==> config.mk <==
export PLATFORM = sky130hd
export DESIGN_NAME = imem_resp
export DESIGN_NICKNAME = d
export VERILOG_FILES = /design/src/rtl/imem_resp.sv
export SDC_FILE = /design/constraint.sdc
export NUM_CORES = 1
export LEC_CHECK = 0
export BUFFER_PORTS_ARGS = -buffer_cell sky130_fd_sc_hd__buf_2
export CORE_MARGIN = 3
export CORE_UTILIZATION = 36
export DETAILED_ROUTE_END_ITERATION = 12
export GPL_ROUTABILITY_DRIVEN = 1
export GPL_TIMING_DRIVEN = 1
export PLACE_DENSITY = 0.56
export SYNTH_ARGS = -nofsm -noshare
export SYNTH_HDL_FRONTEND = slang
export SYNTH_SLANG_ARGS = --single-unit
==> constraint.sdc <==
create_clock -name CLK -period 4.65 [get_ports CLK]
set_input_delay 0.2325 -clock CLK [delete_from_list [all_inputs] [get_ports CLK]]
set_output_delay 0.2325 -clock CLK [all_outputs]
set_load 0.01 [all_outputs]
==> src/rtl/imem_resp.sv <==
// imem_resp: in-order instruction fetch response queue in front of a pipelined backing memory.
// Optional one-entry response hit buffer is enabled by defining IMEM_RESP_HITBUF_EN.
module imem_resp #(
  parameter int unsigned DEPTH    = 4,
  parameter logic [31:0] NOP_DATA = 32'h0000_0013
) (
  input  logic        CLK,
  input  logic        RST,
  input  logic        FLUSH,
  input  logic        INST_RDEN,
  input  logic [31:0] INST_RIADDR,
  output logic        MEM_WAIT,
  output logic        INST_RVALID,
  output logic [31:0] INST_ROADDR,
  output logic [31:0] INST_RDATA,
  output logic        MEM_RREQ,
  output logic [31:0] MEM_RADDR,
  input  logic        MEM_RREADY,
  input  logic        MEM_RVALID,
  input  logic [31:0] MEM_RDATA
);
  localparam int unsigned IW = $clog2(DEPTH);
  localparam int unsigned PW = IW + 1;
  typedef logic [PW-1:0] ptr_t;
  localparam ptr_t PTR_ONE  = ptr_t'(1);
  localparam ptr_t PTR_FULL = ptr_t'(DEPTH);

  ptr_t        wr_ptr, iss_ptr, rd_ptr, drop_cnt;
  ptr_t        count;
  logic [31:0] addr_q [DEPTH];
  logic [31:0] fetch_addr, rd_addr, hit_data;
  logic        full, req_vld, hit, accept, issue, ret, deliver;
  logic        unused_addr_lsb;

  always_comb begin
    fetch_addr      = {INST_RIADDR[31:2], 2'b00};
    unused_addr_lsb = ^INST_RIADDR[1:0];
    count           = wr_ptr - rd_ptr;
    full            = (count == PTR_FULL);
    req_vld         = INST_RDEN & ~FLUSH;
    rd_addr         = addr_q[rd_ptr[IW-1:0]];
    ret             = MEM_RVALID & (iss_ptr != rd_ptr);
    deliver         = ret & (drop_cnt == '0) & ~FLUSH;
    MEM_WAIT        = req_vld & full;
    MEM_RREQ        = (iss_ptr != wr_ptr) & ~FLUSH;
    MEM_RADDR       = addr_q[iss_ptr[IW-1:0]];
    issue           = MEM_RREQ & MEM_RREADY;
    accept          = req_vld & ~full & ~hit;
  end

`ifdef IMEM_RESP_HITBUF_EN
  logic        hb_valid;
  logic [31:0] hb_addr, hb_data;

  always_comb begin
    hit      = req_vld & (count == '0) & (drop_cnt == '0) & hb_valid & (hb_addr == fetch_addr);
    hit_data = hb_data;
  end

  always_ff @(posedge CLK) begin
    if (RST || FLUSH) begin
      hb_valid <= 1'b0;
    end else if (deliver) begin
      hb_valid <= 1'b1;
      hb_addr  <= rd_addr;
      hb_data  <= MEM_RDATA;
    end
  end
`else
  always_comb begin
    hit      = 1'b0;
    hit_data = '0;
  end
`endif

  always_ff @(posedge CLK) begin
    if (!RST && accept) addr_q[wr_ptr[IW-1:0]] <= fetch_addr;
  end

  always_ff @(posedge CLK) begin
    if (RST) begin
      wr_ptr      <= '0;
      iss_ptr     <= '0;
      rd_ptr      <= '0;
      drop_cnt    <= '0;
      INST_RVALID <= 1'b0;
      INST_ROADDR <= '0;
      INST_RDATA  <= NOP_DATA;
    end else begin
      rd_ptr  <= rd_ptr + ptr_t'(ret);
      iss_ptr <= iss_ptr + ptr_t'(issue);
      if (FLUSH) begin
        wr_ptr   <= iss_ptr;
        // Entries already pending drop lie inside iss-rd, so recount instead of accumulating.
        drop_cnt <= (iss_ptr - rd_ptr) - ptr_t'(ret);
      end else begin
        wr_ptr <= wr_ptr + ptr_t'(accept);
        if (ret && drop_cnt != '0) drop_cnt <= drop_cnt - PTR_ONE;
      end
      INST_RVALID <= deliver | hit;
      if (FLUSH) begin
        INST_ROADDR <= '0;
        INST_RDATA  <= NOP_DATA;
      end else if (deliver) begin
        INST_ROADDR <= rd_addr;
        INST_RDATA  <= MEM_RDATA;
      end else if (hit) begin
        INST_ROADDR <= fetch_addr;
        INST_RDATA  <= hit_data;
      end
    end
  end
endmodule

=== After elaboration in Yosys (flattened, before gate mapping) ===
Memories as Yosys holds them, arrays and structs flattened. A register that Yosys moved wholly into a read port is not among the register bits.
Cells that the tools add are included.

* Bitwise operators: 10
* Reduce and logical (&&, ||, !) cells: 7
* Equality and inequality tests: 3
* Mux-type cells: 6
* Add/subtract/negate cells: 7

{| class="wikitable"
|+ Operator list
! cell !! number
|-
| adder 3 x 1 -> 3 bit || 3
|-
| two-way mux 3 bit || 3
|-
| bitwise AND 1 bit || 8
|-
| inequality test 3 bit || 2
|-
| subtractor 3 bit || 2
|-
| equality test 3 bit (second input constant) || 1
|-
| logical NOT 3 bit || 1
|-
| nonzero test 3 bit || 1
|-
| subtractor 3 x 1 -> 3 bit || 1
|-
| subtractor 3 x 1 -> 3 bit (second input constant) || 1
|-
| logical AND 1 bit || 2
|-
| two-way mux 1 bit || 2
|-
| two-way mux 2 bit || 1
|-
| NOT 1 bit || 2
|-
| nonzero test 2 bit || 1
|-
| OR reduction 2 bit || 1
|-
| logical NOT 1 bit || 1
|}

* Bits in writable memories: 120
* Output and inout bits: 99
* Register bits after elaboration: 77
* Input bits: 70
* Logic and storage cells: 41
* Memories kept: 1

{| class="wikitable"
|+ Memories
! memory !! depth !! bits a word !! read ports !! clocked after memory_dff !! wr ports !! RTL line !! source
|-
| addr_q || 4 || 30 || 2 || 2 || 1 || 30 || <nowiki>logic [31:0] addr_q [DEPTH];</nowiki>
|}

=== Logic depth before layout (Yosys ltp) ===
* Word-level depth: 7
* Mapped depth: 14
* Depth with buffers taken out: 12

=== Worst setup path before layout ===
OpenSTA, ideal clock, no wires.

* Path type: register to register
* Start: reg rd_ptr[1]
* End: mem addr_q[1][0] (netlist name), enable pin
* Required time: 4.157 ns
* Arrival time: 4.592 ns
* Cell stages (with the launch flop): 9
* Clock period less this slack: 5.085 ns
* Buffers on the path: 2
* Library setup time: 0.493 ns
* Setup slack: -0.435 ns
* Cells stage by stage: dfxtp_1 clkbuf_1 clkbuf_1 inv_1 ha_1 nor2b_1 xnor2_1 o21ai_0 nor4_1

* Word-level cells in the longest chain between the ends: 7

{| class="wikitable"
|+ RTL lines
! what !! RTL line !! source
|-
| start: declaration || 28 || <nowiki>ptr_t wr_ptr, iss_ptr, rd_ptr, drop_cnt;</nowiki>
|-
| start signal: assignment || 90 || <nowiki>rd_ptr <= rd_ptr + ptr_t'(ret);</nowiki>
|-
| subtractor 3 bit || 38 || <nowiki>count = wr_ptr - rd_ptr;</nowiki>
|-
| equality test 3 bit || 39 || <nowiki>full = (count == PTR_FULL);</nowiki>
|-
| NOT 1 bit || 48 || <nowiki>accept = req_vld & ~full & ~hit;</nowiki>
|-
| bitwise AND 1 bit || 48 ||
|-
| logical AND 1 bit || 77 || <nowiki>if (!RST && accept) addr_q[wr_ptr[IW-1:0]] <= fetch_addr;</nowiki>
|-
| two-way mux 1 bit || 77 ||
|-
| two-way mux 1 bit (implied by the code) || 77 ||
|-
| end: declaration || 30 ||
|}

No other way between the ends.

=== Worst setup path after layout ===
* Start: reg rd_ptr[0]
* End: reg wr_ptr[2]

* Word-level cells in the longest chain between the ends: 6

{| class="wikitable"
|+ RTL lines
! what !! RTL line !! source
|-
| subtractor 3 bit || 38 ||
|-
| equality test 3 bit || 39 ||
|-
| NOT 1 bit || 48 ||
|-
| bitwise AND 1 bit || 48 ||
|-
| adder 3 x 1 -> 3 bit || 97 || <nowiki>wr_ptr <= wr_ptr + ptr_t'(accept);</nowiki>
|-
| two-way mux 3 bit || 92 || <nowiki>if (FLUSH) begin</nowiki>
|-
| end signal: assignment || 93 || <nowiki>wr_ptr <= iss_ptr;</nowiki>
|-
| end signal: assignment || 97 ||
|-
| end: declaration || 28 ||
|}

No other way between the ends.
A chain may end at the register's enable or synchronous reset.

==> load_flow_metrics.sql <==
INSERT INTO impl_metrics (metric_group, metric, value, unit) VALUES
('status', 'outcome', 'completed', ''),
('clocking', 'cts.sink_count', '195', ''),
('yosys', 'yosys_register_bits', '195', ''),
('power', 'switchingPower', '763', 'µW'),
('detailed_routing', 'met3_wire_length', '962', 'µm'),
('floorplanning', 'initial_utilization', '0.371', ''),
('timing', 'hold_ws', '0.0177', 'ns'),
('clocking', 'cts_tree', 'done', ''),
('timing', 'rsz0062_at_grt', 'false', ''),
('final_layout', 'layout.cells.most_common', 'buf_2', ''),
('global_route', 'first_global_vias', '5465', ''),
('placed_design', 'placed_cells', '984', ''),
('min_path', 'hold_path.class', 'input port to flip-flop', ''),
('timing', 'maxSlewViolCount', '0', ''),
('clocking', 'cts_setup_buffers', '0', ''),
('power', 'share_of_total_power_in_combinational_logic', '0.060', ''),
('final_layout', 'finalCoreUtilization', '0.446', ''),
('worst_setup_path', 'critPathMaxFanout', '19', ''),
('placed_design', 'gpl.final_weighted_congestion', '0.734', ''),
('worst_setup_path', 'worst-r2r-cell-count', '11', ''),
('yosys', 'compound_gate_fraction_of_synth_area', '0.0504', ''),
('power', 'clockPowerShare', '0.400', ''),
('final_layout', 'area_growth_syn_to_layout', '20.3', '%'),
('yosys', 'synth_top_family_by_area', 'multiplexers', ''),
('placed_design', 'placement.setup.worst_slack', '1.65', 'ns'),
('placed_design', 'dp_hpwl', '12700', 'µm'),
('timing', 'period_needed', '2.96', 'ns'),
('worst_setup_path', 'critical-path-slowest-cell', 'dfxtp_2', ''),
('final_layout', 'final_cell_mix', 'buf_2, nand2_1, edfxtp_1', ''),
('placed_design', 'place.port_buffers', '162', ''),
('power', 'power.share.sequential', '0.541', ''),
('power', 'power.internal', '2.70', 'mW'),
('worst_setup_path', 'startpoint_of_the_worst_slack_reg_to_reg_timing_path', 'rd_ptr[0]', ''),
('global_route', 'largest_net_degree_at_the_start_of_global_routing', '58', ''),
('clocking', 'path_clk_slew', '0.07', 'ns'),
('worst_setup_path', 'crit_path_cell_count', '11', ''),
('clocking', 'clk_path_buf_depth', '2', ''),
('yosys', 'synthSimpleGateAreaFrac', '0.0786', ''),
('yosys', 'yosysWarnings', '0', ''),
('global_route', 'aggregate_global_routing_overflow', '0', ''),
('global_route', 'antenna_found_initial', '3', ''),
('detailed_routing', 'first_pass_iters', '4', ''),
('worst_setup_path', 'endpoint_kind', 'flip-flop', ''),
('flow_run', 'maxCapViolCount', '0', ''),
('detailed_routing', 'wl', '19400', 'µm'),
('worst_setup_path', 'launch_point_of_the_worst_path', 'rd_ptr[0]', ''),
('timing', 'max_slew_margin', '0.464', ''),
('worst_setup_path', 'critical_path_class', 'flip-flop to flip-flop', ''),
('worst_setup_path', 'critical_path.n_buffers_inverters', '0', ''),
('worst_setup_path', 'timing.critical_path.cells', 'ha_1, nor2b_1, xnor2_1, o21ai_0, nor2_1, ha_1, ha_1, xnor2_1, nor2_1, a21oi_1, nor2_1', ''),
('clocking', 'numCtsBuffers', '17', ''),
('timing', 'timing.final.ws_setup', '1.69', 'ns'),
('final_layout', 'layout-drive-gt1-share', '0.382', ''),
('yosys', 'synth_adder_area_share', '0.0218', ''),
('timing', 'clock_skew', '0.0110', 'ns'),
('min_path', 'hp-start', 'INST_RIADDR[16]', ''),
('detailed_routing', 'via_cell_ratio', '5.01', ''),
('detailed_routing', 'uppermost_routed_layer', 'met5', ''),
('worst_setup_path', 'worst_setup_path_start_kind', 'flip-flop', ''),
('final_layout', 'finalNonFillerCells', '1021', ''),
('power', 'finalPower', '3.46', 'mW'),
('timing', 'maxClockFrequency', '337', 'MHz'),
('detailed_routing', 'met2_wirelength', '9950', 'µm'),
('global_route', 'track_usage', '0.162', ''),
('final_layout', 'post_layout_nets', '811', ''),
('final_layout', 'antenna_cells_inserted', '0', ''),
('power', 'vdd_ir_drop_max', '207', 'µV'),
('timing', 'setup_violations', '0', ''),
('final_layout', 'fillCellCount', '1995', ''),
('clocking', 'cts.root.buffer_cell', 'clkbuf_16', ''),
('timing', 'final_min_period_over_clock_period', '0.638', '');
==> stage by stage <==
stage	cell area (µm²)	TNS, ns
after floorplan	8170	-52.18
after global placement	9220	0
after detailed placement	9220	0
after CTS	9810	0
after global routing	9820	0
final	9820	0
==> final cells by class <==
cell class / count / area [µm²] / share of cell area
clock inverters: 11 / 106 / 0.0108
repair buffers: 183 / 981 / 0.0999
flip-flops and latches: 195 / 5110 / 0.520
clock buffers: 21 / 440 / 0.0449
well taps: 280 / 350 / 0.0357
multi-input cells: 320 / 2790 / 0.284
inverters: 11 / 41.3 / 0.00420
==> Yosys cell counts <==
cell type | n | share of area
nand2_1 | 126 | 0.058
edfxtp_1 | 120 | 0.44
dfxtp_1 | 75 | 0.18
a21oi_1 | 62 | 0.038
mux4_2 | 60 | 0.17
clkbuf_1 | 15 | 0.0069
buf_4 | 11 | 0.010
ha_1 | 11 | 0.017
inv_1 | 11 | 0.0051
nor2_1 | 9 | 0.0041
xnor2_1 | 9 | 0.0097
buf_2 | 8 | 0.0049
buf_6 | 7 | 0.0097
nor2b_1 | 5 | 0.0038
nor4_1 | 5 | 0.0038
nand3_1 | 3 | 0.0018
a31oi_1 | 2 | 0.0015
fa_1 | 2 | 0.0049
mux2i_1 | 2 | 0.0025
nand2b_1 | 2 | 0.0015
o21a_1 | 2 | 0.0018
xor2_2 | 2 | 0.0040
and2_1 | 1 | 0.00077
and4bb_2 | 1 | 0.0015
buf_1 | 1 | 0.00046
conb_1 | 1 | 0.00046
nor3_1 | 1 | 0.00061
nor4b_1 | 1 | 0.0011
o21ai_0 | 1 | 0.00061
o311ai_2 | 1 | 0.0020
o31a_1 | 1 | 0.0011
o31a_2 | 1 | 0.0012
o31ai_2 | 1 | 0.0015
o31ai_4 | 1 | 0.0026
or2_2 | 1 | 0.00077
or3_1 | 1 | 0.00077
xor2_1 | 1 | 0.0011
xor2_4 | 1 | 0.0034
==> timing repair <==
item / in CTS / in global routing
hold buffers: 4 / 1
resized for setup: 0 / 0
endpoints found under the hold margin: 10 / 4
==> final timing paths <==
kind | slack, ns | endpoint
setup / recovery | 1.69 | wr_ptr[2]
hold / removal | 0.02 | addr_q[1][14]
setup reg to reg | 1.69 | wr_ptr[2]
hold reg to reg | 0.45 | INST_ROADDR[9]
==> metal layers <==
metal  vias to the layer above  global-route usage
li1                       2397                   -
met4                         6              0.0492
met5                         -                   0
met2                       127               0.283
met1                      2557               0.198
met3                        26              0.0412
==> cells by family (layout without fill, tap and decap cells) <==
logic type | Yosys count | after routing
muxes | 62 | 62
AOI/OAI and AO/OA | 72 | 72
and+or+nand+nor | 156 | 156
xor gates and xnor gates | 13 | 13
DFF | 195 | 195
buffers and inverters | 53 | 226
other | 1 | 4
adders and majority gates | 13 | 13
==> sequential cells by signal, summed over array words and instances (netlist names) <==
| register | count |
|---|---|
| INST_RDATA | 32 |
| INST_ROADDR | 30 |
| INST_RVALID | 1 |
| addr_q | 120 |
| drop_cnt | 3 |
| iss_ptr | 3 |
| rd_ptr | 3 |
| wr_ptr | 3 |
==> worst register-to-register path: cells and delay by family (launching register included) <==
| family | cells | cell delay, ns |
|---|---|---|
| adders and majority gates | 3 | 0.67 |
| and+or+nand+nor | 4 | 0.34 |
| DFF | 1 | 0.85 |
| AOI/OAI and AO/OA | 2 | 0.76 |
| xor gates and xnor gates | 2 | 0.24 |
==> power by group through the flow <==
stage / Combinational (mW) / Clock (mW) / Sequential [mW]
6_report: 0.207 / 1.38 / 1.87
5_1_grt: 0.229 / 1.49 / 1.87
4_1_cts: 0.211 / 1.41 / 1.87
3_5_place_dp: 0.207 / 0 / 1.91
3_3_place_gp: 0.203 / 0 / 1.91
2_1_floorplan: 0.133 / 0 / 1.90
(Power assumes the default switching activity.)
